[src/rtl/seq_divider_8b.sv]
// Sequential restoring divider: 2W-bit dividend / W-bit divisor, one quotient
// bit per cycle, with valid/ready handshakes on the input and output sides.
module seq_divider_8b #(
    parameter int W = 8
) (
    input  logic           clk,
    input  logic           rst_n,
    input  logic           in_valid,
    output logic           in_ready,
    input  logic [2*W-1:0] dividend,
    input  logic [W-1:0]   divisor,
    output logic           out_valid,
    input  logic           out_ready,
    output logic [2*W-1:0] quotient,
    output logic [W-1:0]   remainder,
    output logic           dbz
);
    // Handshake: a transfer happens on a rising edge where valid and ready are
    // both high; valid never depends on ready, and data is held while valid waits.
    localparam int CW = $clog2(2 * W);

    typedef enum logic [1:0] {
        IDLE = 2'd0,
        CALC = 2'd1,
        DONE = 2'd2
    } state_t;

    state_t         state, state_d;
    logic [W-1:0]   prem, prem_d;
    logic [2*W-1:0] sreg, sreg_d;
    logic [W-1:0]   dsor, dsor_d;
    logic [CW-1:0]  count, count_d;
    logic           dbz_d;
    logic [W:0]     t;
    logic           fits;

    always_ff @(posedge clk or negedge rst_n) begin
        if (!rst_n) begin
            state <= IDLE;
            prem  <= '0;
            sreg  <= '0;
            dsor  <= '0;
            count <= '0;
            dbz   <= 1'b0;
        end else begin
            state <= state_d;
            prem  <= prem_d;
            sreg  <= sreg_d;
            dsor  <= dsor_d;
            count <= count_d;
            dbz   <= dbz_d;
        end
    end

    // The partial remainder is always below the divisor, so W bits hold it;
    // only the trial value t needs the extra bit for the compare.
    always_comb begin
        t         = {prem, sreg[2*W-1]};
        fits      = (t >= {1'b0, dsor});
        state_d   = state;
        prem_d    = prem;
        sreg_d    = sreg;
        dsor_d    = dsor;
        count_d   = count;
        dbz_d     = dbz;
        in_ready  = 1'b0;
        out_valid = 1'b0;
        case (state)
            IDLE: begin
                in_ready = 1'b1;
                if (in_valid) begin
                    dsor_d = divisor;
                    if (divisor == '0) begin
                        state_d = DONE;
                        sreg_d  = '1;
                        prem_d  = dividend[W-1:0];
                        dbz_d   = 1'b1;
                    end else begin
                        state_d = CALC;
                        prem_d  = '0;
                        sreg_d  = dividend;
                        count_d = CW'(2 * W - 1);
                        dbz_d   = 1'b0;
                    end
                end
            end
            CALC: begin
                prem_d = fits ? (t[W-1:0] - dsor) : t[W-1:0];
                sreg_d = {sreg[2*W-2:0], fits};
                if (count == '0) begin
                    state_d = DONE;
                end else begin
                    count_d = count - CW'(1);
                end
            end
            DONE: begin
                out_valid = 1'b1;
                if (out_ready) begin
                    state_d = IDLE;
                end
            end
            default: state_d = IDLE;
        endcase
    end

    assign quotient  = sreg;
    assign remainder = prem;

endmodule
[config.mk]
export PLATFORM = sky130hd
export DESIGN_NAME = seq_divider_8b
export DESIGN_NICKNAME = d
export VERILOG_FILES = /design/src/rtl/seq_divider_8b.sv
export SDC_FILE = /design/constraint.sdc
export NUM_CORES = 1
export LEC_CHECK = 0
export BUFFER_PORTS_ARGS = -buffer_cell sky130_fd_sc_hd__buf_2
export CORE_MARGIN = 3
export CORE_UTILIZATION = 55
export DETAILED_ROUTE_END_ITERATION = 10
export PLACE_DENSITY_LB_ADDON = 0.3
export REMOVE_ABC_BUFFERS = 1
export SYNTH_ARGS = -nofsm -noshare
export SYNTH_HDL_FRONTEND = slang
export SYNTH_SLANG_ARGS = --single-unit
[constraint.sdc]
create_clock -name clk -period 4 [get_ports clk]
set_input_delay 0.6 -clock clk [delete_from_list [all_inputs] [get_ports clk]]
set_output_delay 0.6 -clock clk [all_outputs]
set_load 0.02 [all_outputs]
==> reports/results.md <==
| Quantity | This run |
|---|---|
| Top library cells by usage in the layout, fill and taps aside | sky130_fd_sc_hd__buf_2, sky130_fd_sc_hd__dfrtp_1, sky130_fd_sc_hd__nand2_1 |
| Sinks on Clock Net | 39 |
| Status | finished clean |
| Origin of the critical flop-to-flop path | state[1]$_DFFE_PN0P_ |
| Switching power summed over all nets | 0.00143 W |
| Power per cell area | 1100 mW/mm^2 |
| Sequential cell area fraction in the yosys report | 42.3% |
| Count of cells resized by post-cts repair | 0 |
| Setup Viol. Count Final | 0 |
| Total detailed-routing wirelength | 5420 microns |
| CTS tree | done |
| Number of fill cells | 322 |
| Worst-case vdd ir drop | 0.490 mV |
| Pin count of the biggest net entering global routing | 40 |
| Min Tclk post-route | 2.20 ns |
| Comb pwr share | 63.2% |
| Internal cell power | 0.00151 W |
| Area of the die | 0.00501 sq mm |
| R2R setup slack | 1.80 ns |
| Type of the setup path with the least slack | flip-flop to flip-flop |
| Avg Vias per Cell | 5.74 |
| RSZ-0062 raised after global routing | no |
| Final HPWL from detailed placement | 3930 microns |
| Reg2reg end | count[2]$_DFFE_PN0P_ |
| Post-Synthesis Mean Instance Area | 9.05 sq um |
| Length in cells of the worst reg-to-reg path | 6 |
| Clock H-tree levels | 2 |
| Hold Buf Count CTS | 0 |
| Area occupied by registers | 976 sq um |
| Proportion of power drawn by flip-flops and latches | 25.7% |
| TNS Setup | 0 ns |
| Wirelength per Cell | 15.3 microns |
| Clock root buffer | sky130_fd_sc_hd__clkbuf_8 |
| Relative slew slack | 36.1% |
| Maximum fanout encountered on the critical timing path | 31 |
| Die height | 70.8 microns |
| Remaining design rule violation count | 0 |
| First-pass GRT wire length | 9270 microns |
| Clock transition time at the flip-flop clock pins of the worst setup and hold paths | 0.08 ns |
| Multi-input combinational cell area | 0.00120 sq mm |
| Number of top-level design ports | 55 |
| Number of I/O port buffers | 54 |
| Total core area | 0.00385 sq mm |
| Commonest non-fill, non-tap cell in the layout | sky130_fd_sc_hd__buf_2 |
| Data required time of the critical path | 4.23 ns |
| Layout area overhead | 16.2% |
| HP Class | primary input to async pin |
| Site Rows | 22 |
| Final Slew Violations | 0 |
| Netlist Area Pre-Place | 0.00231 sq mm |
| Initial antenna violation count | 0 |
| Net Sw Frac | 48.5% |
| Setup crit end kind | flip-flop |
| CP Cell Sequence | o21bai_2, buf_4, nor2_2, a2bb2oi_2, o21ai_0, o21ai_1 |
| Arrival time worst endpoint | 2.43 ns |
| Number of design-rule violations left by the first detailed-router iteration | 118 |
| Via count | 2032 |
| Fraction of power consumed by the clock network | 11.1% |
| Maximum clock skew at final layout | 0.00388 ns |
| Antenna diode instance count | 0 |
| Critical Path Max Stage Delay | 0.75 ns |
| Slew of the pin with the lowest slew margin | 0.957 ns |
| Number of global-route vias before repair | 1965 |
| Cell with the largest stage delay on the worst path | sky130_fd_sc_hd__nor2_2 |
| Pre-antenna DRT Iters | 4 |
| Leakage dissipation | 1.29 nW |
| Cell variety after synth | 50 |
| Remaining global-route overflow | 0 |
| Floorplan die width | 70.8 microns |
| Global-route usage over all layers | 23.3% |
| Number of setup buffers added after CTS | 0 |
| Share of synthesized registers carrying an async set or reset | 100% |
| Starting Density | 59.9% |
| Final worst hold slack | 0.402 ns |
| Worst skew pair latency | 0.30 ns |
| Number of instances in the synthesized netlist | 255 |
| Share of final-layout standard cells stronger than drive strength 1 | 26.1% |
| Number of warning messages in the yosys log | 0 |
| Sort of element at the start of the critical path | flip-flop |
| Peak clock frequency supported by timing | 0.455 GHz |
| Net total in the final layout | 344 |
| ANT nets after route | 0 |
| Dominant synthesized flop cell | sky130_fd_sc_hd__dfrtp_1 |
| Buffer depth of the longest clock path | 2 |
| Synthesized flop and latch total | 39 |
| Final-report hold violation count | 0 |
| Number of buffers created by CTS | 5 |
| Global placement routability congestion | 0.816 |
| Number of violations of the max-capacitance limit | 0 |
| Post-route clock period utilization | 55.0% |
| EDFF count, synth | 0 |
## power groups by stage
stage               Clock, W  Sequential [W]  Combinational [W]
floorplan                  0        0.000879            0.00125
global placement           0        0.000757            0.00180
detailed placement         0        0.000758            0.00185
CTS                 0.000334        0.000753            0.00186
global route        0.000351        0.000785            0.00207
finish              0.000327        0.000757            0.00186
## cells in the mapped netlist, types with 2 or more instances
master,instances,area (sq um)
sky130_fd_sc_hd__dfrtp_1,39,976
sky130_fd_sc_hd__ha_1,9,113
sky130_fd_sc_hd__a31oi_1,8,50.1
sky130_fd_sc_hd__o22ai_1,10,62.6
sky130_fd_sc_hd__nor2_1,25,93.8
sky130_fd_sc_hd__o21bai_1,2,15.0
sky130_fd_sc_hd__o21ai_1,2,10.0
sky130_fd_sc_hd__nand2b_1,4,25.0
sky130_fd_sc_hd__nor3_1,2,10.0
sky130_fd_sc_hd__or2_2,2,12.5
sky130_fd_sc_hd__o21ai_0,27,135
sky130_fd_sc_hd__xor2_1,4,35.0
sky130_fd_sc_hd__a211o_1,2,17.5
sky130_fd_sc_hd__clkbuf_1,5,18.8
sky130_fd_sc_hd__nand2_1,34,128
sky130_fd_sc_hd__nor4_2,2,25.0
sky130_fd_sc_hd__inv_1,15,56.3
sky130_fd_sc_hd__mux2i_1,4,40.0
sky130_fd_sc_hd__and2_1,2,12.5
sky130_fd_sc_hd__a21oi_1,20,100
sky130_fd_sc_hd__buf_6,4,45.0
sky130_fd_sc_hd__buf_2,2,10.0
sky130_fd_sc_hd__a21o_1,4,30.0
## final cells by class
cell class / count / share of cell area, %
clock buffers: 5 / 2.57
clock inverters: 2 / 1.40
inverters: 15 / 2.10
multi-input cells: 189 / 44.7
flip-flops and latches: 39 / 36.4
well taps: 48 / 2.24
repair buffers: 56 / 10.6
## per-layer routing
metal | GRT usage, % | share of wire, % | vias up
met1 | 30.9 | 43 | 952
met5 | 0 | 0 | -
met2 | 37.4 | 49 | 70
met3 | 6.82 | 7.2 | 8
li1 | - | - | 1002
met4 | 6.68 | 1.4 | 0
## flip-flops by register name, indices dropped and copies added, names as in the netlist
signal     flops
remainder      8
dsor           8
count          4
quotient      16
dbz            1
state          2
## worst max path at each step
stage	start	endpoint	slack, ns
after floorplan	in_valid	count[3]$_DFFE_PN0P_	1.44
after global placement	in_valid	count[2]$_DFFE_PN0P_	1.74
after detailed placement	in_valid	count[2]$_DFFE_PN0P_	1.66
after CTS	state[1]$_DFFE_PN0P_	count[2]$_DFFE_PN0P_	1.80
after global routing	state[1]$_DFFE_PN0P_	remainder[6]$_DFFE_PN0P_	1.56
final	state[1]$_DFFE_PN0P_	count[2]$_DFFE_PN0P_	1.80
## critical path, delay by kind of cell (launching register included)
family | cells | cell delay (ns)
AO/OA/AOI/OAI | 4 | 0.71
buffers and inverters | 1 | 0.22
flip-flops | 1 | 0.44
AND/OR/NAND/NOR | 1 | 0.75
## per-stage QoR
| step | instances | total power [W] | area [sq um] | utilization (%) | setup slack (ns) |
|---|---|---|---|---|---|
| 2_1_floorplan | 243 | 0.00213 | 2230 | - | 1.44 |
| 3_3_place_gp | 347 | 0.00256 | 2570 | 66.8 | 1.74 |
| 3_5_place_dp | 347 | 0.00261 | 2570 | 66.8 | 1.66 |
| 4_1_cts | 354 | 0.00295 | 2680 | 69.6 | 1.80 |
| 5_1_grt | 354 | 0.00321 | 2680 | 69.6 | 1.56 |
| 6_report | 354 | 0.00294 | 2680 | 69.6 | 1.80 |
## cell families after synthesis
family / Yosys count / share of synthesized area (%)
flops: 39 / 42.3
xor+xnor: 5 / 1.90
buf+inv: 27 / 5.97
simple gates: 79 / 16.2
mux: 5 / 2.39
compound gates: 90 / 25.5
fa+ha+maj: 10 / 5.75
Power figures use the tool's default switching activity.
